$ cat config.mk
export PLATFORM = sky130hd
export DESIGN_NAME = brightness_step_ctrl_flat
export DESIGN_NICKNAME = d
export VERILOG_FILES = /design/src/rtl/brightness_step_ctrl_pkg.sv /design/src/rtl/brightness_step_ctrl_if.sv /design/src/rtl/brightness_step_ctrl_step_timer.sv /design/src/rtl/brightness_step_ctrl.sv /design/src/flat_wrapper.sv
export SDC_FILE = /design/constraint.sdc
export NUM_CORES = 1
export LEC_CHECK = 0
export CAP_MARGIN = 10
export CORE_AREA = 3 3 64 66
export CTS_CLUSTER_SIZE = 10
export DETAILED_ROUTE_END_ITERATION = 8
export DIE_AREA = 0 0 67 69
export GPL_ROUTABILITY_DRIVEN = 0
export PLACE_DENSITY_LB_ADDON = 0.1
export SLEW_MARGIN = 20
export SYNTH_ARGS = -nofsm -noshare
export SYNTH_HDL_FRONTEND = slang
export SYNTH_SLANG_ARGS = --single-unit
$ cat constraint.sdc
create_clock -name clk -period 4.5 [get_ports clk]
set_input_delay 0.675 -clock clk [delete_from_list [all_inputs] [get_ports clk]]
set_output_delay 0.675 -clock clk [all_outputs]
set_load 0.05 [all_outputs]
$ cat src/rtl/brightness_step_ctrl_pkg.sv
// Shared types and constants for the brightness step controller and the PWM generator.
package brightness_step_ctrl_pkg;

  localparam int unsigned DUTY_W_DEF   = 8;
  localparam int unsigned DUTY_MAX_DEF = (1 << DUTY_W_DEF) - 1;

  typedef enum logic [2:0] {
    S_IDLE    = 3'd0,
    S_UP_HOLD = 3'd1,
    S_UP_RPT  = 3'd2,
    S_DN_HOLD = 3'd3,
    S_DN_RPT  = 3'd4
  } state_t;

  // Timer width large enough for the longer of the two intervals.
  function automatic int unsigned tmr_width(input int unsigned hold_cyc,
                                            input int unsigned repeat_cyc);
    int unsigned m;
    m = (hold_cyc > repeat_cyc) ? hold_cyc : repeat_cyc;
    return $clog2(m);
  endfunction

endpackage

$ cat src/rtl/brightness_step_ctrl_if.sv
// Button-chain inputs and duty/status outputs of the brightness controller.
interface brightness_step_ctrl_if #(
  parameter int unsigned DUTY_W = 8
);
  logic              up_pulse;
  logic              dn_pulse;
  logic              up_level;
  logic              dn_level;
  logic [DUTY_W-1:0] duty_out;
  logic              at_max;
  logic              at_min;
  logic              repeating;

  modport master (
    output up_pulse, dn_pulse, up_level, dn_level,
    input  duty_out, at_max, at_min, repeating
  );

  modport slave (
    input  up_pulse, dn_pulse, up_level, dn_level,
    output duty_out, at_max, at_min, repeating
  );
endinterface

$ cat src/rtl/brightness_step_ctrl_step_timer.sv
// Hold/repeat interval counter with synchronous clear and terminal-count decode.
module brightness_step_ctrl_step_timer
  import brightness_step_ctrl_pkg::*;
#(
  parameter int unsigned HOLD_CYC   = 50_000_000,
  parameter int unsigned REPEAT_CYC = 10_000_000
) (
  input  logic clk,
  input  logic rst_n,
  input  logic clr,
  input  logic sel_hold,
  output logic tc_c
);
  localparam int unsigned TMR_W = tmr_width(HOLD_CYC, REPEAT_CYC);

  logic [TMR_W-1:0] count_q;
  logic [TMR_W-1:0] limit;

  assign limit = sel_hold ? TMR_W'(HOLD_CYC - 1) : TMR_W'(REPEAT_CYC - 1);
  assign tc_c  = (count_q == limit);

  always_ff @(posedge clk or negedge rst_n) begin
    if (!rst_n) begin
      count_q <= '0;
    end else if (clr) begin
      count_q <= '0;
    end else begin
      count_q <= count_q + TMR_W'(1);
    end
  end

endmodule

$ cat src/rtl/brightness_step_ctrl.sv
// Press/auto-repeat brightness controller owning a saturating duty register.
module brightness_step_ctrl
  import brightness_step_ctrl_pkg::*;
#(
  parameter int unsigned DUTY_W     = DUTY_W_DEF,
  parameter int unsigned STEP       = 16,
  parameter int unsigned RESET_DUTY = 128,
  parameter int unsigned HOLD_CYC   = 50_000_000,
  parameter int unsigned REPEAT_CYC = 10_000_000
) (
  input  logic                   clk,
  input  logic                   rst_n,
  brightness_step_ctrl_if.slave  bus
);
  localparam int unsigned DUTY_MAX = (1 << DUTY_W) - 1;

  state_t            state_q, state_d;
  logic [DUTY_W-1:0] duty_q, duty_d;
  logic              at_max_q, at_min_q, rpt_q;
  logic              step_up, step_dn;
  logic              tmr_clr, sel_hold, tc_c;
  logic [DUTY_W:0]   sum_c, diff_c;

  assign sel_hold = (state_q == S_UP_HOLD) || (state_q == S_DN_HOLD);

  brightness_step_ctrl_step_timer #(
    .HOLD_CYC   (HOLD_CYC),
    .REPEAT_CYC (REPEAT_CYC)
  ) u_timer (
    .clk      (clk),
    .rst_n    (rst_n),
    .clr      (tmr_clr),
    .sel_hold (sel_hold),
    .tc_c     (tc_c)
  );

  // Next-state and step decision; any exit or step restarts the timer.
  always_comb begin
    state_d = state_q;
    step_up = 1'b0;
    step_dn = 1'b0;
    tmr_clr = 1'b0;
    case (state_q)
      S_IDLE: begin
        tmr_clr = 1'b1;
        if (bus.up_pulse && !bus.dn_pulse) begin
          step_up = 1'b1;
          state_d = S_UP_HOLD;
        end else if (bus.dn_pulse && !bus.up_pulse) begin
          step_dn = 1'b1;
          state_d = S_DN_HOLD;
        end
      end
      S_UP_HOLD, S_UP_RPT: begin
        if (bus.dn_pulse || !bus.up_level) begin
          state_d = S_IDLE;
          tmr_clr = 1'b1;
        end else if (tc_c) begin
          step_up = 1'b1;
          state_d = S_UP_RPT;
          tmr_clr = 1'b1;
        end
      end
      S_DN_HOLD, S_DN_RPT: begin
        if (bus.up_pulse || !bus.dn_level) begin
          state_d = S_IDLE;
          tmr_clr = 1'b1;
        end else if (tc_c) begin
          step_dn = 1'b1;
          state_d = S_DN_RPT;
          tmr_clr = 1'b1;
        end
      end
      default: begin
        state_d = S_IDLE;
        tmr_clr = 1'b1;
      end
    endcase
  end

  // Saturating duty datapath, one extra bit to catch overflow/borrow.
  always_comb begin
    sum_c  = {1'b0, duty_q} + (DUTY_W+1)'(STEP);
    diff_c = {1'b0, duty_q} - (DUTY_W+1)'(STEP);
    duty_d = duty_q;
    if (step_up) begin
      duty_d = (sum_c > (DUTY_W+1)'(DUTY_MAX)) ? DUTY_W'(DUTY_MAX) : sum_c[DUTY_W-1:0];
    end else if (step_dn) begin
      duty_d = diff_c[DUTY_W] ? '0 : diff_c[DUTY_W-1:0];
    end
  end

  // Flags are registered from the next duty so they track duty_out without lag.
  always_ff @(posedge clk or negedge rst_n) begin
    if (!rst_n) begin
      state_q  <= S_IDLE;
      duty_q   <= DUTY_W'(RESET_DUTY);
      at_max_q <= (RESET_DUTY == DUTY_MAX);
      at_min_q <= (RESET_DUTY == 0);
      rpt_q    <= 1'b0;
    end else begin
      state_q  <= state_d;
      duty_q   <= duty_d;
      at_max_q <= (duty_d == DUTY_W'(DUTY_MAX));
      at_min_q <= (duty_d == '0);
      rpt_q    <= (state_d == S_UP_RPT) || (state_d == S_DN_RPT);
    end
  end

  assign bus.duty_out  = duty_q;
  assign bus.at_max    = at_max_q;
  assign bus.at_min    = at_min_q;
  assign bus.repeating = rpt_q;

endmodule

$ cat src/flat_wrapper.sv
// flat-port wrapper written by rule: the top's interface ports become plain ports
module brightness_step_ctrl_flat import brightness_step_ctrl_pkg::*;
#(
  parameter int unsigned DUTY_W     = DUTY_W_DEF,
  parameter int unsigned STEP       = 16,
  parameter int unsigned RESET_DUTY = 128,
  parameter int unsigned HOLD_CYC   = 50_000_000,
  parameter int unsigned REPEAT_CYC = 10_000_000
)
  (clk, rst_n, bus_up_pulse, bus_dn_pulse, bus_up_level, bus_dn_level, bus_duty_out, bus_at_max, bus_at_min, bus_repeating);
  brightness_step_ctrl_if #(.DUTY_W(DUTY_W)) bus_i ();
  input  logic clk;
  input  logic rst_n;
  input wire logic [$bits(bus_i.up_pulse)-1:0] bus_up_pulse;
  input wire logic [$bits(bus_i.dn_pulse)-1:0] bus_dn_pulse;
  input wire logic [$bits(bus_i.up_level)-1:0] bus_up_level;
  input wire logic [$bits(bus_i.dn_level)-1:0] bus_dn_level;
  output wire logic [$bits(bus_i.duty_out)-1:0] bus_duty_out;
  output wire logic [$bits(bus_i.at_max)-1:0] bus_at_max;
  output wire logic [$bits(bus_i.at_min)-1:0] bus_at_min;
  output wire logic [$bits(bus_i.repeating)-1:0] bus_repeating;
  assign bus_i.up_pulse = bus_up_pulse;
  assign bus_i.dn_pulse = bus_dn_pulse;
  assign bus_i.up_level = bus_up_level;
  assign bus_i.dn_level = bus_dn_level;
  assign bus_duty_out = bus_i.duty_out;
  assign bus_at_max = bus_i.at_max;
  assign bus_at_min = bus_i.at_min;
  assign bus_repeating = bus_i.repeating;
  brightness_step_ctrl #(.DUTY_W(DUTY_W), .STEP(STEP), .RESET_DUTY(RESET_DUTY), .HOLD_CYC(HOLD_CYC), .REPEAT_CYC(REPEAT_CYC)) u_core (.clk(clk), .rst_n(rst_n), .bus(bus_i));
endmodule
==> After elaboration in Yosys (flattened, before gate mapping) <==
Cells that the tools add are included.
{ "word_totals": {"reg_bits": 40, "in_bits": 6, "output_inout_bits": 11} }
{ "classes": {"n_addsub": 3, "magnitude_cmp": 1, "eq_ne": 8, "n_mux": 24, "reduce_logical": 14} }
{ "op_table": {"columns": ["cell", "n"], "rows": [
  ["26-bit 2-to-1 mux", 2],
  ["8-bit 2-to-1 mux", 4],
  ["26-bit by 1-bit adder with 26-bit output (second input constant)", 1],
  ["26-bit == test", 1],
  ["3-bit 2-to-1 mux", 6],
  ["8-bit by 5-bit adder with 9-bit output (second input constant)", 1],
  ["3-bit by 2-bit == test with 1-bit output (second input constant)", 3],
  ["9-bit by 8-bit greater-than comparator with 1-bit output (second input constant)", 1],
  ["3-bit case mux with 3 select lines", 1],
  ["8-bit by 5-bit subtractor with 9-bit output (second input constant)", 1],
  ["8-bit == test (second input constant)", 1],
  ["8-bit logical NOT", 1],
  ["1-bit 2-to-1 mux", 8],
  ["3-bit == test (second input constant)", 2],
  ["1-bit case mux with 2 select lines", 3],
  ["1-bit logical NOT", 4],
  ["1-bit logical OR", 4],
  ["2-bit OR reduction", 2],
  ["3-bit by 1-bit == test with 1-bit output (second input constant)", 1],
  ["3-bit logical NOT", 1],
  ["1-bit logical AND", 2]
]} }

==> Longest topological paths before layout <==
Gate-level depths: netlist (run 1).
{ "logic_depth": {"word_depth": 10, "depth_mapped": 9} }

==> Hierarchy <==
From an unflattened synthesis (run 1), not the netlist that was laid out.
{ "unflattened": {"cells_unflattened": 252, "hier_area_um2": 2304.7} }
{ "by_module_without_submodules": {"columns": ["module", "n_inst", "cells_per_inst", "area_each_um2"], "rows": [
  ["brightness_step_ctrl_step_timer", 1, 144, 1366.3],
  ["brightness_step_ctrl", 1, 108, 938.4]
]} }

==> Least setup slack after synthesis (run 1) <==
OpenSTA, ideal clock, no wires.
{ "synth_timing": {"path_type": "register to register", "from": "register u_core.duty_q[4], in the netlist u_core.bus.duty_out[4]", "to": "register u_core.duty_q[4], in the netlist u_core.bus.duty_out[4]", "arrival_time_ns": 2.411, "path_slack_ns": 1.957, "stages_incl_launch_ff": 8, "path_buffers": 1, "cell_sequence": "dfrtp_1 > clkbuf_1 > inv_1 > ha_1 > nor4b_1 > maj3_1 > and3_1 > or3_1"} }
{ "synth_between": {"elab_chain_cells": 4, "elab_cells_between_ends": 7, "classes_between": "add/sub (2); order compare (1); mux (4)"} }
{ "synth_lines": {"columns": ["element", "line_no", "source"], "rows": [
  ["from (decl)", "brightness_step_ctrl.sv:18", "logic [DUTY_W-1:0] duty_q, duty_d;"],
  ["from (signal assigned)", "brightness_step_ctrl.sv:97", "duty_q <= DUTY_W'(RESET_DUTY);"],
  ["from (signal assigned)", "brightness_step_ctrl.sv:103", "duty_q <= duty_d;"],
  ["8-bit by 5-bit adder with 9-bit output / 8-bit by 5-bit subtractor with 9-bit output (equally long branches)", "brightness_step_ctrl.sv:83, brightness_step_ctrl.sv:84", null],
  ["9-bit by 8-bit greater-than comparator with 1-bit output / 8-bit 2-to-1 mux (equally long branches)", "brightness_step_ctrl.sv:87, brightness_step_ctrl.sv:89", null],
  ["8-bit 2-to-1 mux (on tied branches)", "brightness_step_ctrl.sv:87, brightness_step_ctrl.sv:88", null],
  ["8-bit 2-to-1 mux *", "brightness_step_ctrl.sv:86", "if (step_up) begin"],
  ["named net u_core.duty_d[4]", "brightness_step_ctrl.sv:18", null]
]} }
The timed path passes the listed nets; every way through them passes the cells marked *.

==> Worst setup path after layout (run 1) <==
{ "layout_timing": {"from": "input port bus_up_pulse", "to": "register u_core.at_max_q, in the netlist u_core.bus.at_max"} }
{ "layout_between": {"elab_chain_cells": 8, "elab_cells_between_ends": 13, "classes_between": "eq/ne (1); mux (8); reduce/logical (4)"} }
{ "layout_lines": {"columns": ["element", "line_no", "source"], "rows": [
  ["from (decl)", "flat_wrapper.sv:14", "input wire logic [$bits(bus_i.up_pulse)-1:0] bus_up_pulse;"],
  ["1-bit logical NOT", "brightness_step_ctrl.sv:49", "end else if (bus.dn_pulse && !bus.up_pulse) begin"],
  ["1-bit logical AND", "brightness_step_ctrl.sv:49", null],
  ["1-bit 2-to-1 mux", "brightness_step_ctrl.sv:49", null],
  ["1-bit 2-to-1 mux", "brightness_step_ctrl.sv:46", "if (bus.up_pulse && !bus.dn_pulse) begin"],
  ["1-bit case mux with 2 select lines", "brightness_step_ctrl.sv:43", "case (state_q)"],
  ["8-bit 2-to-1 mux", "brightness_step_ctrl.sv:88", "end else if (step_dn) begin"],
  ["8-bit 2-to-1 mux *", "brightness_step_ctrl.sv:86", null],
  ["named net u_core.duty_d[7]", "brightness_step_ctrl.sv:18", null],
  ["8-bit == test *", "brightness_step_ctrl.sv:104", "at_max_q <= (duty_d == DUTY_W'(DUTY_MAX));"],
  ["to (signal assigned)", "brightness_step_ctrl.sv:98", "at_max_q <= (RESET_DUTY == DUTY_MAX);"],
  ["to (signal assigned)", "brightness_step_ctrl.sv:104", null],
  ["to (decl)", "brightness_step_ctrl.sv:19", "logic at_max_q, at_min_q, rpt_q;"]
]} }
Marked as above.

==> results.txt, run 1 <==
Max cap viols -> 0
DRC Markers -> 0
Origin of the critical flop-to-flop path -> u_core.u_timer.count_q[8]$_DFF_PN0_
Most used DFF post-synth -> dfrtp_1
Sequential area share after synthesis -> 45.5%
Post-cts sizing count -> 0
Top-area cell type share of the netlist area -> 44.3%
Uppermost routed layer -> met4
Post-synth EDFFs -> 0
Largest buffer count on any clock path -> 2
Hold-fix buffers at CTS -> 0
CP required -> 4740 ps
Pwr/cell area -> 444 nW/um2
Leak Pwr -> 0.00103 uW
Worst Setup Path Type -> in -> reg
Routed length on met1 -> 2.04 mm
Post-Route WL -> 4.18 mm
Comb power frac -> 35.4%
Power share of the clock group -> 22.5%
Share of layout cells above drive strength 1 -> 7.72%
Setup_tns -> 0 ps
RSZ-0062 raised after global routing -> false
First-pass GRT wire length -> 7.41 mm
Total power draw -> 1110 uW
Die area -> 4620 um2
Max Clock Freq -> 394 MHz
Worst path arrival time -> 2770 ps
Mean post-synth cell area -> 9.70 um2
Setup slack after layout -> 1960 ps
Die X -> 67 um
Largest net degree at the start of global routing -> 41
DR WL met2 -> 1.89 mm
Critical path endpoint -> u_core.bus.at_max$_DFF_PN0_
Antenna Cells -> 0
Final hold violations -> 0
Max VDD drop -> 0.340 mV
CTS tree -> built
Pre-Repair DR Iteration Count -> 4
Non-Filler Instances -> 294
DP Worst Slack -> 1680 ps
Depth of the worst register-to-register path -> 6
Initial Util -> 60.6%
Synth area leaders -> dfrtp_1 44%, nor2_1 7.0%, xor2_1 5.6%, xnor2_1 4.8%, nand2_1 3.4%
# IOs -> 17
Nets -> 255
Total internal power -> 666 uW
Final min period -> 2540 ps
Status -> finished clean
Crit Path Max Fanout -> 6
Final Setup Violations -> 0
Overall routing resource usage -> 20.3%
Number of cells on the worst hold path -> 1
Most frequent cell after synthesis -> nor2_1
Dpl hpwl -> 2.95 mm
Synth area leader -> dfrtp_1
Final ANT Viol Nets -> 0
Routed wl met3 -> 166 um
R2R Setup Slk -> 1990 ps
Clock root cell -> clkbuf_8
Buffers added on ports -> 16
Synthesized area -> 2200 um2
Slew Limit Fails -> 0
Final worst-path cycle share -> 56.4%
Die outline height -> 69 um
Syn Nets -> 237
Crit start category -> primary input
Synth Warn # -> 0
Relative slew slack -> 43.0%
Min-delay src -> u_core.u_timer.count_q[0]$_DFF_PN0_
Setup crit start -> bus_up_pulse
Fraction of power spent switching nets -> 39.8%
Synth cell count leaders -> 41 x nor2_1, 39 x dfrtp_1, 20 x nand2_1
Critical path's top delay family -> simple AND/OR/NAND/NOR gates
Placed insts -> 286
FF+latch count, synth -> 40
Worst-path clk slew -> 80 ps
CP max stage delay -> 520 ps
Crit-path slowest cell -> or4_4
Mapped Cells -> 227
Crit path cell chain -> clkdlybuf4s50_1 -> nor2b_1 -> o21ai_1 -> a2111oi_4 -> nor2_2 -> or4_4 -> a22oi_4 -> o2111a_1
Critical path depth in cells -> 8
Sink Count -> 40
Actual slew at the worst max-slew pin -> 855 ps
Core area -> 3630 um2
Synth async-reset ratio -> 100%
Flop pwr share -> 42.1%
Detailed router's first-iteration violation count -> 102
Number of post-CTS setup repair buffers -> 0
Clk_skew -> 7.94 ps
Via Count -> 1687
CTS buffer count -> 5
CP Capture Type -> flop
Clk_lat worst skew -> 290 ps
Initial antenna violation count -> 0
Vias in the first global route -> 1649
Vias per cell -> 5.74
Sw Pwr -> 440 uW
HP Class -> reg -> reg
Grt total ovfl -> 0
Distinct cell type count of the synthesized netlist -> 50
DR WL/cell -> 14.2 um
FP Rows -> 22
H-Tree Depth -> 2
Area growth from synthesis to layout -> 13.3%
R2r endpoint -> u_core.bus.at_min$_DFF_PN0_
CP Buf/Inv Count -> 1
## per-layer routing
metal / vias to the layer above / track usage (%)
li1: 824 / -
met1: 804 / 28.8
met2: 45 / 30.2
met3: 14 / 4.23
met4: 0 / 7.66
met5: - / 0
## kinds of logic (layout without fill, tap and decap cells)
group / Yosys count / count (layout) / share of synthesized area (%)
AOI/OAI and AO/OA: 27 / 27 / 10.5
muxes: 2 / 2 / 0.910
adders and majority gates: 5 / 5 / 2.73
xor gates and xnor gates: 26 / 26 / 10.3
and+or+nand+nor: 119 / 119 / 28.5
DFF: 40 / 40 / 45.5
buffers and inverters: 8 / 27 / 1.42
## layout by cell type (no fill, tap or decap), types with 2 or more instances in the layout
cell and instances:
a21oi_1 4, and3_1 6, and3b_1 2, and4bb_1 2, clkbuf_8 6, clkdlybuf4s50_1 15, clkinvlp_4 2, dfrtp_1 39
ha_1 4, inv_1 3, mux2i_1 2, nand2_1 20, nand3_1 13, nand3b_1 3, nand4_1 5, nor2_1 41
nor2b_1 5, nor3_1 2, nor3b_1 2, nor4_1 3, nor4b_1 2, o211ai_1 2, o21a_1 6, o21ai_1 3
or3_1 3, xnor2_1 12, xor2_1 14
## sequential cells by signal, summed over array words and instances, names as in the netlist
signal / count
u_core.u_timer.count_q: 26
u_core.bus.duty_out: 8
u_core.state_q: 3
u_core.bus.at_max: 1
u_core.bus.at_min: 1
u_core.bus.repeating: 1
## layout make-up
type,count,area (um2)
multi-input combinational,179,1170
clock inverter,2,15.0
fill,307,1140
clock buffer,6,82.6
inverter,3,11.3
tap,48,60.1
sequential,40,1000
timing repair buffer,16,155
## power groups by stage
stage / Clock, uW / Combinational [uW] / Sequential, uW
final: 249 / 391 / 466
after global placement: 0 / 388 / 471
after CTS: 256 / 391 / 465
after floorplan: 0 / 165 / 572
after global routing: 273 / 419 / 474
after detailed placement: 0 / 390 / 471
## stage by stage
step / utilization (%) / hold WS, ps / cell area [um2]
detailed placement: 65.9 / 478 / 2400
floorplan: - / 379 / 2200
finish: 68.6 / 478 / 2490
global route: 68.6 / 509 / 2490
CTS: 68.6 / 489 / 2490
global placement: 65.9 / 457 / 2400
## how the worst min path moves through the flow
stage	endpoint	slack, ps
after floorplan	u_core.bus.at_max$_DFF_PN0_	380
after global placement	u_core.u_timer.count_q[0]$_DFF_PN0_	460
after detailed placement	u_core.u_timer.count_q[0]$_DFF_PN0_	480
after CTS	u_core.u_timer.count_q[0]$_DFF_PN0_	490
after global routing	u_core.u_timer.count_q[0]$_DFF_PN0_	510
final	u_core.u_timer.count_q[0]$_DFF_PN0_	480
Note: power is estimated with default switching activity, not from simulation.
==> run 2: changes to the inputs <==
- CORE_AREA: 3 3 64 66 -> 3 3 66 68
- DIE_AREA: 0 0 67 69 -> 0 0 69 71
- clock period: 4.5 -> 2.62 ns (I/O delays scaled with it)
==> run 2 against run 1 <==
  * Global-route usage down 2.2 points
  * Final cell count up 2.0%
  * Setup slack worse by 1800 ps
  * Worst hold slack worse by 260 ps
  * Critical path type is now reg -> reg
  * Total power up 79%
  * Critical endpoint unchanged
  * Largest power group unchanged
  * Highest routed layer unchanged
  * Critical path depth down 1
  * First-iteration DRC count down 12%
  * Core utilization down 3.5 points
==> results.txt, run 2 (synthesis gave the netlist of run 1 again) <==
Via Count -> 1689 (+0.12%)
Max Clock Freq -> 410 MHz
Worst path arrival time -> 2660 ps (-110 ps)
Final worst-path cycle share -> 93.0%
Relative slew slack -> 42.7% (-0.28 points)
Slew Limit Fails -> 0 (unchanged)
Fraction of power spent switching nets -> 37.9% (-1.9 points)
Buffers added on ports -> 16 (unchanged)
Final ANT Viol Nets -> 0 (unchanged)
Total power draw -> 1980 uW (+79%)
Max VDD drop -> 0.614 mV (+81%)
CTS tree -> built
Flop pwr share -> 39.7% (-2.4 points)
Setup_tns -> 0 ps (unchanged)
Final min period -> 2440 ps
Power share of the clock group -> 24.7% (+2.2 points)
Vias per cell -> 5.63 (-1.9%)
Total internal power -> 1230 uW (+84%)
Final Setup Violations -> 0 (unchanged)
Post-cts sizing count -> 0 (unchanged)
Leak Pwr -> 0.00106 uW (+2.9%)
Grt total ovfl -> 0 (unchanged)
Die outline height -> 71 um (+2.9%)
HP Class -> in -> async
CTS buffer count -> 5 (unchanged)
H-Tree Depth -> 2 (unchanged)
Final Cell Area -> 2550 um2 (+2.2%)
Nets -> 259 (+1.6%)
Overall routing resource usage -> 18.1% (-2.2 points)
Pre-Repair DR Iteration Count -> 5 (+1)
Status -> finished clean
Die X -> 69 um (+3.0%)
Initial antenna violation count -> 0 (unchanged)
Crit-path slowest cell -> or4_4
Vias in the first global route -> 1586 (-3.8%)
CP Capture Type -> flop
Core area -> 3910 um2 (+7.7%)
DRC Markers -> 0 (unchanged)
Comb power frac -> 35.6% (+0.2 points)
Largest net degree at the start of global routing -> 41 (unchanged)
Most common cell after layout, fill and taps aside -> nor2_1
Die area -> 4900 um2 (+6.0%)
Final hold violations -> 0 (unchanged)
Share of layout cells above drive strength 1 -> 9.60% (+1.9 points)
Placed inst area -> 2430 um2 (+1.4%)
FP Rows -> 23 (+4.5%)
Sink Count -> 40 (unchanged)
CP Buf/Inv Count -> 0 (-1)
CP max stage delay -> 500 ps (-20 ps)
Sw Pwr -> 748 uW (+70%)
Crit Path Max Fanout -> 6 (unchanged)
Actual slew at the worst max-slew pin -> 859 ps (+4.26 ps)
Worst Setup Path Type -> reg -> reg
Largest reg by FF count -> u_core.u_timer.count_q
Max FFs per register -> 26 (unchanged)
Post-Route WL -> 4.13 mm (-1.1%)
Clk_lat worst skew -> 290 ps (about the same)
Crit path cell chain -> nor4bb_2 -> nand4_1 -> a2111oi_4 -> nor2_2 -> or4_4 -> a22oi_4 -> o2111a_1
Clk_skew -> 4.31 ps (-3.63 ps)
Largest buffer count on any clock path -> 2 (unchanged)
Pwr/cell area -> 776 nW/um2 (+75%)
DR WL/cell -> 13.8 um (-3.1%)
CP required -> 2850 ps (-1890 ps)
Antenna Cells -> 0 (unchanged)
Initial Util -> 56.2% (-4.3 points)
Critical path's top delay family -> simple AND/OR/NAND/NOR gates
Number of post-CTS setup repair buffers -> 0 (unchanged)
Hold-fix buffers at CTS -> 0 (unchanged)
Clock root cell -> clkbuf_8
Max cap viols -> 0 (unchanged)
Detailed router's first-iteration violation count -> 90 (-12%)
Dpl hpwl -> 3.01 mm (+1.8%)
Crit start category -> flop
FILL cells -> 343 (+12%)
RSZ-0062 raised after global routing -> false
Worst-path clk slew -> 80 ps (about the same)
# IOs -> 17 (unchanged)
First-pass GRT wire length -> 7.21 mm (-2.7%)
Most frequent cells in the layout -> 41 x nor2_1, 39 x dfrtp_1, 20 x nand2_1
Area growth from synthesis to layout -> 15.7%
run 2: final cells by class:
| type | instances | area, um2 | area share [%] |
|---|---|---|---|
| clock buffer | 5 | 68.8 | 2.70 |
| clock inverter | 3 | 42.5 | 1.67 |
| inverter | 3 | 11.3 | 0.442 |
| multi-input combinational | 179 | 1170 | 46.1 |
| sequential | 40 | 1000 | 39.3 |
| tap | 50 | 62.6 | 2.46 |
| timing repair buffer | 20 | 185 | 7.27 |
run 2: power groups by stage:
stage | Combinational [uW] | Clock (uW) | Sequential [uW]
after floorplan | 283 | 0 | 982
after CTS | 704 | 502 | 783
final | 704 | 488 | 784
after detailed placement | 702 | 0 | 794
after global routing | 757 | 532 | 797
after global placement | 707 | 0 | 793
run 2: per-layer routing:
metal | track usage (%) | share of wire, % | vias to the layer above
met1 | 24.2 | 47 | 803
met3 | 3.69 | 3.8 | 10
met4 | 7.16 | 2.1 | 0
met5 | 0 | 0 | -
met2 | 28.9 | 47 | 37
li1 | - | - | 839
run 2: final timing paths:
kind / from / endpoint / slack (ps) / depth (start not counted)
setup / recovery: u_core.u_timer.count_q[7]$_DFF_PN0_ / u_core.bus.at_max$_DFF_PN0_ / 180 / 7
hold / removal: rst_n / u_core.u_timer.count_q[4]$_DFF_PN0_ / 220 / 1
setup reg to reg: u_core.u_timer.count_q[7]$_DFF_PN0_ / u_core.bus.at_max$_DFF_PN0_ / 180 / 7
hold reg to reg: u_core.u_timer.count_q[0]$_DFF_PN0_ / u_core.u_timer.count_q[0]$_DFF_PN0_ / 470 / 1
max in group asynchronous: rst_n / u_core.u_timer.count_q[18]$_DFF_PN0_ / 1870 / 1
min in group clk: u_core.u_timer.count_q[0]$_DFF_PN0_ / u_core.u_timer.count_q[0]$_DFF_PN0_ / 470 / 1
run 2: per-stage QoR:
step	setup slack [ps]	hold slack, ps	util (%)	cells
6_report	182	218	65.1	300
5_1_grt	42.7	284	65.1	300
4_1_cts	174	246	64.9	300
3_5_place_dp	107	462	62.1	292
3_3_place_gp	161	450	62.1	292
2_1_floorplan	77.3	97.4	-	227
==> run 3: changes to the inputs <==
- CORE_AREA: 3 3 66 68 -> 3 3 65 67
- CTS_BUF_LIST: default -> sky130_fd_sc_hd__clkbuf_8
- DIE_AREA: 0 0 69 71 -> 0 0 68 70
==> run 3 against run 2 <==
  * Wire length is 11% higher
  * Combinational power is 3.1% higher
  * Die area is 2.8% lower
  * Critical endpoint is now u_core.bus.at_min$_DFF_PN0_
  * Largest cell class unchanged
  * Largest power group unchanged
  * Highest routed layer unchanged
==> results.txt, run 3 (synthesis gave the netlist of run 1 again) <==
DR WL met2 -> 2.38 mm (+22%)
RSZ-0062 raised after global routing -> true
Relative slew slack -> 43.0% (+0.30 points)
Actual slew at the worst max-slew pin -> 855 ps (-4.56 ps)
Post-Route WL -> 4.59 mm (+11%)
Pwr/cell area -> 758 nW/um2 (-2.2%)
Final hold violations -> 0 (unchanged)
CTS tree -> built
First-pass GRT wire length -> 7.85 mm (+8.9%)
FP Rows -> 22 (-4.3%)
Final Setup Violations -> 0 (unchanged)
Origin of the critical flop-to-flop path -> u_core.u_timer.count_q[7]$_DFF_PN0_
Hold WS -> 211 ps (-6.83 ps)
Crit start category -> flop
Worst Setup Path Type -> reg -> reg
Via Count -> 1745 (+3.3%)
Fin util -> 68.9% (+3.8 points)
FILL cells -> 285 (-17%)
Worst path arrival time -> 2660 ps (about the same)
Clk_skew -> 4.41 ps (+0.107 ps)
Leak Pwr -> 0.00107 uW (+0.27%)
Detailed router's first-iteration violation count -> 101 (+12%)
Worst-path clk slew -> 80 ps (about the same)
Vias in the first global route -> 1748 (+10%)
Setup_tns -> 0 ps (unchanged)
Max VDD drop -> 0.607 mV (-1.2%)
Clock root cell -> clkbuf_8
Area growth from synthesis to layout -> 15.5%
Share of layout cells above drive strength 1 -> 9.16% (-0.44 points)
Placed inst area -> 2430 um2 (-0.10%)
Overall routing resource usage -> 21.2% (+3.1 points)
CP required -> 2760 ps (-90 ps)
Setup crit start -> u_core.u_timer.count_q[7]$_DFF_PN0_
Nets -> 260 (+0.39%)
Uppermost routed layer -> met4
Most common cell after layout, fill and taps aside -> nor2_1
Pre-Repair DR Iteration Count -> 4 (-1)
Buffers added on ports -> 16 (unchanged)
Slew Limit Fails -> 0 (unchanged)
Max FFs per register -> 26 (unchanged)
Antenna Cells -> 0 (unchanged)
Vias per cell -> 5.84 (+3.7%)
Largest buffer count on any clock path -> 2 (unchanged)
Final Cell Area -> 2540 um2 (-0.25%)
Final worst-path cycle share -> 96.3% (+3.2 points)
Die X -> 68 um (-1.4%)
Routed length on met1 -> 1.93 mm (-0.57%)
DR WL/cell -> 15.4 um (+12%)
DRC Markers -> 0 (unchanged)
Largest reg by FF count -> u_core.u_timer.count_q
Final min period -> 2520 ps (+84.4 ps)
# IOs -> 17 (unchanged)
Max Clock Freq -> 396 MHz (-3.3%)
Die area -> 4760 um2 (-2.8%)
Routed wl met3 -> 187 um (+18%)
Status -> finished clean
HP Class -> in -> async
Most frequent cells in the layout -> 41 x nor2_1, 39 x dfrtp_1, 20 x nand2_1
Initial antenna violation count -> 0 (unchanged)
Grt total ovfl -> 0 (unchanged)
Max cap viols -> 0 (unchanged)
Largest net degree at the start of global routing -> 41 (unchanged)
Dpl hpwl -> 3.33 mm (+11%)
Crit Path Max Fanout -> 9 (+3)
Die outline height -> 70 um (-1.4%)
CTS buffer count -> 5 (unchanged)
Initial Util -> 59.7% (+3.4 points)
Sink Count -> 40 (unchanged)
Clk_lat worst skew -> 290 ps (about the same)
Final ANT Viol Nets -> 0 (unchanged)
H-Tree Depth -> 2 (unchanged)
Core area -> 3690 um2 (-5.8%)
CP Capture Type -> flop
[run 3: cell types whose count changed in the layout (fill, tap and decap cells not counted), sizes merged]
cell    previous run  this run
bufinv             1         0
clkinv             1         0
inv                3         4
buf                5         6
clkbuf             5         6
[run 3: report_power, final]
part	total (uW)	switching, uW	internal, uW	leakage [uW]
Sequential	781	92.4	689	0.000541
Combinational	726	464	263	0.000476
Clock	419	209	210	0.0000486
Total	1930	765	1160	0.00107
[run 3: worst paths after layout]
check / slack (ps) / endpoint / depth (start not counted)
setup reg to reg: 100 / u_core.bus.at_min$_DFF_PN0_ / 7
hold / removal: 210 / u_core.u_timer.count_q[6]$_DFF_PN0_ / 1
hold reg to reg: 460 / u_core.u_timer.count_q[0]$_DFF_PN0_ / 1
min in group clk: 460 / u_core.u_timer.count_q[0]$_DFF_PN0_ / 1
max in group asynchronous: 1870 / u_core.state_q[0]$_DFF_PN0_ / 1
setup / recovery: 100 / u_core.bus.at_min$_DFF_PN0_ / 7
[run 3: per-stage QoR]
stage                     power (uW)  instances  worst slack (ps)
after detailed placement        1500        290               101
final                           1930        299              97.8
after global routing            2040        299             -31.9
after floorplan                 1260        227              77.3
after CTS                       1920        298              66.6
after global placement          1480        290               180
[run 3: timing repair]
| action | in CTS | in global routing |
|---|---|---|
| gates resized for setup | 0 | 1 |
| hold buffers | 0 | 0 |
| setup endpoints to repair | 0 | 1 |
| endpoints found under the hold margin | 0 | 0 |
| buffers inserted | 0 | 1 |
[run 3: layout make-up]
type / count / area [um2] / share of cell area (%)
Clock inverter: 2 / 11.3 / 0.443
Sequential cell: 40 / 1000 / 39.4
Clock buffer: 6 / 82.6 / 3.25
Inverter: 3 / 11.3 / 0.443
Tap cell: 48 / 60.1 / 2.36
Multi-Input combinational cell: 179 / 1170 / 46.0
Timing Repair Buffer: 21 / 205 / 8.07
[run 3: worst max-delay path, cell delays in order, from the launching register on]
cell	delay, ps
dfrtp_1	460
nor4bb_1	370
nand4_1	210
a211o_1	410
o21a_1	240
nand2_1	120
nand4_1	120
a2111oi_1	440
[run 3: per-layer routing]
layer  track usage [%]  vias up
li1                  -      839
met1              26.8      842
met2              34.3       54
met3              5.31       10
met4              7.73        0
met5                 0        -
